<file path="src/rtl/add_out_responder.sv">
// Elastic registered adder driving the add_out bus: stage 0 computes a+b+cin,
// later stages are plain registers, and the last stage drives sum/cout/out_valid.
module add_out_responder #(
  parameter int unsigned ADD_WIDTH = 4,
  parameter int unsigned LATENCY   = 2,
  parameter int unsigned CNT_WIDTH = 16
) (
  input  logic                 clk,
  input  logic                 rst,
  input  logic [ADD_WIDTH-1:0] a,
  input  logic [ADD_WIDTH-1:0] b,
  input  logic                 cin,
  input  logic                 in_valid,
  output logic                 in_ready,
  output logic [ADD_WIDTH-1:0] sum,
  output logic [ADD_WIDTH-1:0] cout,
  output logic                 out_valid,
  input  logic                 out_ready,
  output logic [CNT_WIDTH-1:0] result_count,
  output logic [CNT_WIDTH-1:0] carry_count
);

  localparam int unsigned SUM_W = ADD_WIDTH + 1;
  localparam int unsigned LAST  = LATENCY - 1;

  logic [LATENCY-1:0]   vld_q;
  logic [LATENCY-1:0]   carry_q;
  logic [ADD_WIDTH-1:0] sum_q [LATENCY];
  logic [LATENCY-1:0]   load_c;
  logic [SUM_W-1:0]     add_c;

  assign add_c = SUM_W'(a) + SUM_W'(b) + SUM_W'(cin);

  // A stage may load unless it and every stage downstream of it are full
  // while the bus is stalled.
  always_comb begin : load_gen
    logic all_full;
    all_full = 1'b1;
    load_c   = '0;
    for (int k = int'(LATENCY) - 1; k >= 0; k--) begin
      all_full  = all_full & vld_q[k];
      load_c[k] = out_ready | ~all_full;
    end
  end

  assign in_ready  = load_c[0];
  assign out_valid = vld_q[LAST];
  assign sum       = sum_q[LAST];
  assign cout      = ADD_WIDTH'(carry_q[LAST]);

  // Payload only moves with a valid beat so the bus holds its last value when empty.
  always_ff @(posedge clk) begin
    if (rst) begin
      vld_q        <= '0;
      carry_q      <= '0;
      result_count <= '0;
      carry_count  <= '0;
      for (int k = 0; k < int'(LATENCY); k++) begin
        sum_q[k] <= '0;
      end
    end else begin
      if (load_c[0]) begin
        vld_q[0] <= in_valid;
        if (in_valid) begin
          sum_q[0]   <= add_c[ADD_WIDTH-1:0];
          carry_q[0] <= add_c[ADD_WIDTH];
        end
      end
      for (int k = 1; k < int'(LATENCY); k++) begin
        if (load_c[k]) begin
          vld_q[k] <= vld_q[k-1];
          if (vld_q[k-1]) begin
            sum_q[k]   <= sum_q[k-1];
            carry_q[k] <= carry_q[k-1];
          end
        end
      end
      if (vld_q[LAST] && out_ready) begin
        result_count <= result_count + CNT_WIDTH'(1);
        if (carry_q[LAST]) begin
          carry_count <= carry_count + CNT_WIDTH'(1);
        end
      end
    end
  end

endmodule

</file>
<file path="config.mk">
export PLATFORM = sky130hd
export DESIGN_NAME = add_out_responder
export DESIGN_NICKNAME = d
export VERILOG_FILES = /design/src/rtl/add_out_responder.sv
export SDC_FILE = /design/constraint.sdc
export NUM_CORES = 1
export LEC_CHECK = 0
export ABC_AREA = 1
export CORE_UTILIZATION = 37
export CTS_CLUSTER_SIZE = 8
export DETAILED_ROUTE_END_ITERATION = 10
export SLEW_MARGIN = 20
export SYNTH_ARGS = -nofsm -noshare
export SYNTH_HDL_FRONTEND = slang
export SYNTH_SLANG_ARGS = --single-unit
</file>
<file path="constraint.sdc">
create_clock -name clk -period 1.35 [get_ports clk]
set_clock_uncertainty 0.05 [all_clocks]
set_input_delay 0.27 -clock clk [delete_from_list [all_inputs] [get_ports clk]]
set_output_delay 0.27 -clock clk [all_outputs]
set_load 0.01 [all_outputs]
</file>
; Word-level counts from Yosys, hierarchy flattened
; Memory sizes are Yosys's and may differ from the RTL's.
; Index checks and enable logic that the tools add are counted.
; Widths: inputs -> output; s select.
[totals]
regBits = 36
latchBits = 0
ramBits = 8
rom_bits = 0
in_bits = 13
word_cells = 34
n_memories = 1
[classes]
add_sub_neg = 4
n_mul = 0
n_div = 0
magnitude_cmp = 0
eq_ne = 0
shift = 0
n_mux = 12
bitwise_logic = 7
reduce_logical = 4
[memory_table]
columns = name, words, width, read_ports, rd_clocked_by_memory_dff, write_ports, line_no
row1 = sum_q, 2, 4, 2, 0, 2, 28  ; logic [ADD_WIDTH-1:0] sum_q [LATENCY];
[ops]
columns = operator, count
row1 = $add 16x1->16 const B, 2
row2 = $mux 1, 10
row3 = $mux 4, 2
row4 = $reduce_and 2->1, 3
row5 = $add 4x4->5, 1
row6 = $add 5x1->5, 1
row7 = $or 1x1->1, 4
row8 = $not 1->1, 2
row9 = $and 1x1->1, 1
row10 = $logic_and 1x1->1, 1

; Logic depth before layout (Yosys ltp)
; Gate-level depths: netlist of run 1.
[logic_depth]
depth_word = 7
ltp_mapped = 8
mapped_depth_nobuf = 8

; Least setup slack after synthesis of run 1
; OpenSTA, ideal clock, no wires.
[synth_path]
path_kind = register to register
start = register vld_q[1]
end = memory sum_q[0][3], data pin
setup_time_ns = 0.266
arrival_ns = 1.137
path_slack_ns = -0.103
path_stages_with_launch = 6
path_buffers = 0
period_less_slack_ns = 1.453
cell_sequence = dfxtp_1 nand3_1 nand2_1 inv_1 o21ai_2 nor3b_1
[synth_rtl]
columns = element, line_no
row1 = "start, declared", 26  ; logic [LATENCY-1:0] vld_q;
row2 = "start signal, assigned by index", 71  ; vld_q[k] <= vld_q[k-1];
row3 = "end, declared", 28

==> impl_metrics.env, run 1 <==
export IMPL_vdd_drop_max_uv=368
export IMPL_start_util=0.386
export IMPL_cts_root_buf="clkbuf_8"
export IMPL_post_route_cell_area_mm2=0.00334
export IMPL_drt_initial_drc_count=74
export IMPL_yosys_register_bits=44
export IMPL_clk_latency_ns=0.29
export IMPL_grt_overflow_total=0
export IMPL_io_pins=55
export IMPL_drcViolationCount=0
export IMPL_hold_viol_final=0
export IMPL_netlist_area_leader_share=0.314
export IMPL_arrival_ns=1.42
export IMPL_numCtsBuffers=5
export IMPL_rsz0062_at_grt="yes"
export IMPL_timing_fmax_ghz=0.758
export IMPL_slowest_delay_ns=0.37
export IMPL_synth_distinct_cells=40
export IMPL_clkSlewWorstSetupHoldPaths_ns=0.08
export IMPL_routabilityCongestion=0.791
export IMPL_synth_area_mm2=0.00230
export IMPL_cp_max_fo=3
export IMPL_vias=2115
export IMPL_final_max_slew_viol_count=0
export IMPL_wirelength_um=5150
export IMPL_crit_top_cell="fa_2"
export IMPL_fp_dieH_um=80.8
export IMPL_final_setup_viol_count=0
export IMPL_fin_crit_sh=0.977
export IMPL_area_delta_synth_final_pct=45.5
export IMPL_hold_class="input pin to flop"
export IMPL_yosys_top_cells_area="dfxtp_1 (31%), edfxtp_1 (10%), nor2_1 (9.6%), nand2_1 (8.7%), inv_1 (7.2%)"
export IMPL_viasPerCell=4.51
export IMPL_rows=28
export IMPL_setup_tns_ns=0
export IMPL_grt_usage=0.170
export IMPL_dp_hpwl_um=3690
export IMPL_period_needed_ns=1.32
export IMPL_firstDrtPassIters=4
export IMPL_io_buffer_count=51
export IMPL_die_w_um=80.8
export IMPL_nNetsFinal=413
export IMPL_powerDensity_mw_per_mm2=751
export IMPL_cp_required_ns=1.45
export IMPL_diodes=0
export IMPL_fin_cells=469
export IMPL_placed_cell_area_mm2=0.00305
export IMPL_crit_path_end_kind="flop"
export IMPL_cts_hold_buf=0
export IMPL_wire_per_inst_um=11.0
export IMPL_cts_buffer_depth=2
export IMPL_cap_viol_max_count=0
export IMPL_core_area_mm2=0.00596
export IMPL_yosysWarningCount=0
export IMPL_status="finished clean"
export IMPL_synth_top_area_cell="dfxtp_1"
export IMPL_cp_slowest_cell="fa_2"
export IMPL_grt_max_degree=19
export IMPL_ys_seq_area_frac=0.418
export IMPL_detail_route_antenna_nets=0
export IMPL_grt_pass1_vias=1962
export IMPL_dp_cells=452
export IMPL_worstSetupStartpointType="input pin"
export IMPL_clock_sinks=44
export IMPL_leakage_nw=1.53
export IMPL_cp_cell_sequence="clkdlybuf4s15_1, fa_2, inv_2, fa_2, or2_4, a21oi_2"
export IMPL_cts_tree="done"
export IMPL_grt_pass1_wl_um=8710
export IMPL_dieArea_mm2=0.00653
export IMPL_drive_gt1_frac=0.294
export IMPL_syn_avg_cell_area_um2=7.49
export IMPL_htreeDepth=2
export IMPL_critical_path_class="input pin to flop"
export IMPL_synthCells=307
export IMPL_antenna_found_initial=0
## layer usage
metal | global-route usage | part of all wire
met5 | 0 | 0
met1 | 0.216 | 0.47
met2 | 0.295 | 0.49
met3 | 0.0326 | 0.033
met4 | 0.0429 | 0.0056
## stage by stage
| step | util | worst slack, ns | hold WS (ns) | power [mW] |
|---|---|---|---|---|
| 2_1_floorplan | - | -0.0269 | 0.296 | 1.56 |
| 5_1_grt | 0.561 | -0.0739 | 0.396 | 2.63 |
| 3_5_place_dp | 0.512 | -0.554 | 0.424 | 1.66 |
| 4_1_cts | 0.529 | 0.000503 | 0.335 | 2.53 |
| 3_3_place_gp | 0.512 | -0.540 | 0.414 | 1.66 |
| 6_report | 0.561 | 0.0307 | 0.357 | 2.51 |
## report_power, final
| group | leakage, nW | switching, mW | internal (mW) |
|---|---|---|---|
| registers | 0.385 | 0.0152 | 1.37 |
| logic | 1.10 | 0.139 | 0.131 |
| clock network | 0.0445 | 0.443 | 0.416 |
## cells in the mapped netlist, drive strengths merged
master,count
nor2,66
nand2,57
inv,45
dfxtp,36
a21oi,17
nand3,16
o21ai,13
buf,10
edfxtp,8
nor3,6
ha,5
nand4,5
nor3b,3
and3,2
clkbuf,2
fa,2
nand3b,2
o22ai,2
xor2,2
a211oi,1
a21o,1
and2,1
conb,1
o21a,1
o21bai,1
or2,1
xnor2,1
## state kept, by name, summed over array words and instances (netlist names)
signal,cells
carry_count,16
vld_q,2
sum_q,8
carry_q,2
result_count,16
## worst paths after layout
check / slack (ns) / start / end / cells past startpoint
worst max register to register: 0.04 / vld_q[1]$_SDFFE_PP0N_ / carry_count[14]$_SDFFE_PP0P_ / 6
worst min-delay path: 0.36 / out_ready / vld_q[1]$_SDFFE_PP0N_ / 4
worst min register to register: 0.43 / carry_count[9]$_SDFFE_PP0P_ / carry_count[9]$_SDFFE_PP0P_ / 1
worst max-delay path: 0.03 / a[0] / sum_q[0][2]$_SDFFCE_PN0P_ / 6
## final cells by class
| class | instances | area, µm² |
|---|---|---|
| tap | 75 | 93.8 |
| sequential | 44 | 986 |
| clock buffer | 7 | 86.3 |
| timing repair buffer | 89 | 751 |
| clock inverter | 1 | 7.51 |
| multi-input combinational | 208 | 1250 |
| inverter | 45 | 171 |
| fill | 582 | 2610 |
## worst max-delay path, delay by kind of cell
family	cells	cell delay, ns
and+or+nand+nor	1	0.24
buffers and inverters	2	0.22
AOI/OAI and AO/OA	1	0.10
adders and majority gates	2	0.59
## kinds of logic after synthesis
| logic type | share of synthesized area |
|---|---|
| flops | 0.418 |
| compound gates | 0.0871 |
| xor+xnor | 0.0114 |
| other cells | 0.00163 |
| fa+ha+maj | 0.0446 |
| simple gates | 0.325 |
| buf+inv | 0.112 |
## layout by cell type, fill, tap and decap left out, types with 3 or more instances in the layout
master           Yosys  final
inv_1               44     41
a21oi_2              1      4
nor2_2               1      7
nand3_1             15      8
dfxtp_1             36     20
clkdlybuf4s15_1      0      3
clkdlybuf4s50_1      0      4
inv_2                1      3
a21oi_1             16     13
buf_4                8     33
dlygate4sd2_1        0     40
nand3_2              1      7
o21ai_0             11      5
edfxtp_1             8      8
dfxtp_2              0     14
conb_1               1      3
nor2_1              59     51
o21ai_2              1      3
nor2_4               5      7
nand4_1              5      5
buf_6                0      6
nand2_1             53     48
nor3_1               6      6
o21ai_1              1      5
nand2_2              2      6
clkbuf_8             0      6
## what timing repair did
action	in CTS	in global routing
pin swaps	8	17
setup buffers	2	7
endpoints found under the setup margin	77	31
cloned	0	0
gates resized for setup	74	50
endpoints found under the hold margin	0	0
(Power assumes the default switching activity.)
==> run 2: changes to the inputs <==
--- a/config.mk
+++ b/config.mk
@@ -7,4 +7,5 @@
 export LEC_CHECK = 0
 export ABC_AREA = 1
+export CAP_MARGIN = 5
 export CORE_UTILIZATION = 37
 export CTS_CLUSTER_SIZE = 8
==> constraint.sdc (replaced) <==
create_clock -name clk -period 1.35 [get_ports clk]
set_clock_uncertainty 0.05 [all_clocks]
set_input_delay 0.135 -clock clk [delete_from_list [all_inputs] [get_ports clk]]
set_output_delay 0.135 -clock clk [all_outputs]
set_load 0.01 [all_outputs]
==> run 2 against run 1 <==
Critical path depth is 1 lower. Global-route usage is 0.79 points lower. Design area is 1.1% lower. First-iteration DRC count shrank 11%. Count of clock-buffer cells in the layout unchanged. Largest power group unchanged. Critical path type unchanged. Die area unchanged. Sequential share of layout area is 0.41 points higher. Combinational power fell by 7.8%.
==> impl_metrics.env, run 2 (synthesized netlist as in run 1, its figures left out) <==
export IMPL_area_delta_synth_final_pct=43.8
export IMPL_period_needed_ns=1.33
export IMPL_hold_viol_final=0
export IMPL_numCtsBuffers=5
export IMPL_firstDrtPassIters=4
export IMPL_grt_overflow_total=0
export IMPL_cp_slowest_cell="clkdlybuf4s50_1"
export IMPL_cts_root_buf="clkbuf_8"
export IMPL_cp_cell_sequence="clkdlybuf4s50_1, inv_1, fa_2, or2_4, a21oi_2"
export IMPL_p_switching_mw=0.601
export IMPL_leakage_nw=1.54
export IMPL_post_route_cell_area_mm2=0.00331
export IMPL_nNetsFinal=408
export IMPL_clk_latency_ns=0.29
export IMPL_critical_path_top_delay_family="buffers and inverters"
export IMPL_fp_dieH_um=80.8
export IMPL_switching_share=0.218
export IMPL_final_setup_viol_count=0
export IMPL_wire_per_inst_um=10.9
export IMPL_dpl_worst_slack_ns=-0.537
export IMPL_hold_slack_ns=0.278
export IMPL_wl_met2_um=2440
export IMPL_worstSetupStartpointType="input pin"
export IMPL_status="finished clean"
export IMPL_io_pins=55
export IMPL_powerDensity_mw_per_mm2=833
export IMPL_diodes=0
export IMPL_met3_length_um=226
export IMPL_placed_cell_area_mm2=0.00300
export IMPL_start_util=0.386
export IMPL_detail_route_antenna_nets=0
export IMPL_timing_fmax_ghz=0.753
export IMPL_cp_max_fo=3
export IMPL_num_fill_cells=587
export IMPL_htreeDepth=2
export IMPL_crit_path_end_kind="flop"
export IMPL_arrival_ns=1.43
export IMPL_final_common_cell="nor2_1"
export IMPL_fin_cells=464
export IMPL_setup_tns_ns=0
export IMPL_dp_cells=446
export IMPL_io_buffer_count=51
export IMPL_top_layer="met4"
export IMPL_dieArea_mm2=0.00653
export IMPL_power_frac_comb=0.090
export IMPL_hold_class="input pin to flop"
export IMPL_critical_path_class="input pin to flop"
export IMPL_top_regs="carry_count x16, result_count x16, sum_q x8"
export IMPL_grt_pass1_vias=1884
export IMPL_rows=28
export IMPL_cp_required_ns=1.45
export IMPL_dp_hpwl_um=3510
export IMPL_drcViolationCount=0
export IMPL_grt_pass1_wl_um=8250
export IMPL_internal_power_mw=2.15
export IMPL_final_max_slew_viol_count=0
export IMPL_fin_crit_sh=0.983
export IMPL_grt_max_degree=22
export IMPL_p_clk_frac=0.407
export IMPL_drt_met1_wl_um=2340
export IMPL_path_buf_inv=2
export IMPL_finalPower_mw=2.76
export IMPL_wirelength_um=5050
export IMPL_cts_buffer_depth=2
export IMPL_routabilityCongestion=0.776
export IMPL_die_w_um=80.8
export IMPL_vias=2110
export IMPL_setup_slack_ns=0.0227
export IMPL_core_area_mm2=0.00596
export IMPL_slowest_delay_ns=0.48
export IMPL_p_seq_frac=0.502
export IMPL_drt_initial_drc_count=66
export IMPL_mostFrequentLayoutCells="nor2_1 (52), nand2_1 (49), inv_1 (44)"
export IMPL_viasPerCell=4.55
export IMPL_clock_sinks=44
export IMPL_utilization=0.555
export IMPL_drive_gt1_frac=0.252
export IMPL_vdd_drop_max_uv=440
export IMPL_rsz0062_at_grt="yes"
export IMPL_clkSlewWorstSetupHoldPaths_ns=0.09
export IMPL_antenna_found_initial=0
export IMPL_grt_usage=0.162
export IMPL_cts_tree="done"
export IMPL_cap_viol_max_count=0
-- run 2: cell count changes in the layout (fill, tap and decap cells not counted), sizes merged --
cell and change:
bufinv +1, clkinvlp -1, dlymetal6s2s +1, clkdlybuf4s15 -3, buf -7, clkdlybuf4s50 +4, dlygate4sd2 +1, clkbuf -1
-- run 2: power groups by stage --
stage	sequential, mW	combinational, mW	clock [mW]
CTS	1.38	0.239	1.15
global placement	1.41	0.238	0
global route	1.39	0.279	1.19
detailed placement	1.41	0.239	0
finish	1.38	0.249	1.12
floorplan	1.41	0.137	0
-- run 2: final timing paths --
check / from / end / slack (ns) / cells after the start
hold / removal: out_ready / vld_q[1]$_SDFFE_PP0N_ / 0.28 / 4
setup reg to reg: vld_q[1]$_SDFFE_PP0N_ / sum_q[0][0]$_SDFFCE_PN0P_ / 0.02 / 6
setup / recovery: a[1] / sum_q[0][2]$_SDFFCE_PN0P_ / 0.02 / 5
hold reg to reg: carry_count[9]$_SDFFE_PP0P_ / carry_count[9]$_SDFFE_PP0P_ / 0.42 / 1
-- run 2: worst register-to-register path: stages, from the launching register on --
cell,delay [ns]
dfxtp_4,0.40
nand3_1,0.13
nand2_1,0.10
inv_1,0.06
o21ai_2,0.14
buf_4,0.16
nor2_1,0.04
-- run 2: cell type report --
| type | count | area (µm²) | area share |
|---|---|---|---|
| clock inverters | 1 | 30.0 | 0.00908 |
| inverters | 45 | 171 | 0.0519 |
| clock buffers | 7 | 97.6 | 0.0295 |
| multi-input cells | 208 | 1210 | 0.366 |
| flip-flops and latches | 44 | 988 | 0.299 |
| repair buffers | 84 | 716 | 0.217 |
| well taps | 75 | 93.8 | 0.0284 |
-- run 2: timing repair --
item	in CTS	in global routing
buffers inserted	1	9
hold buffers	0	0
gates resized for setup	66	36
pin swaps	5	17
endpoints found under the setup margin	48	36
gates cloned	0	0
hold endpoints to repair	0	0
-- run 2: metal layers --
layer / vias to the layer above / track usage
met1: 933 / 0.203
met4: 0 / 0.0536
met2: 48 / 0.280
met3: 4 / 0.0292
met5: - / 0
li1: 1125 / -
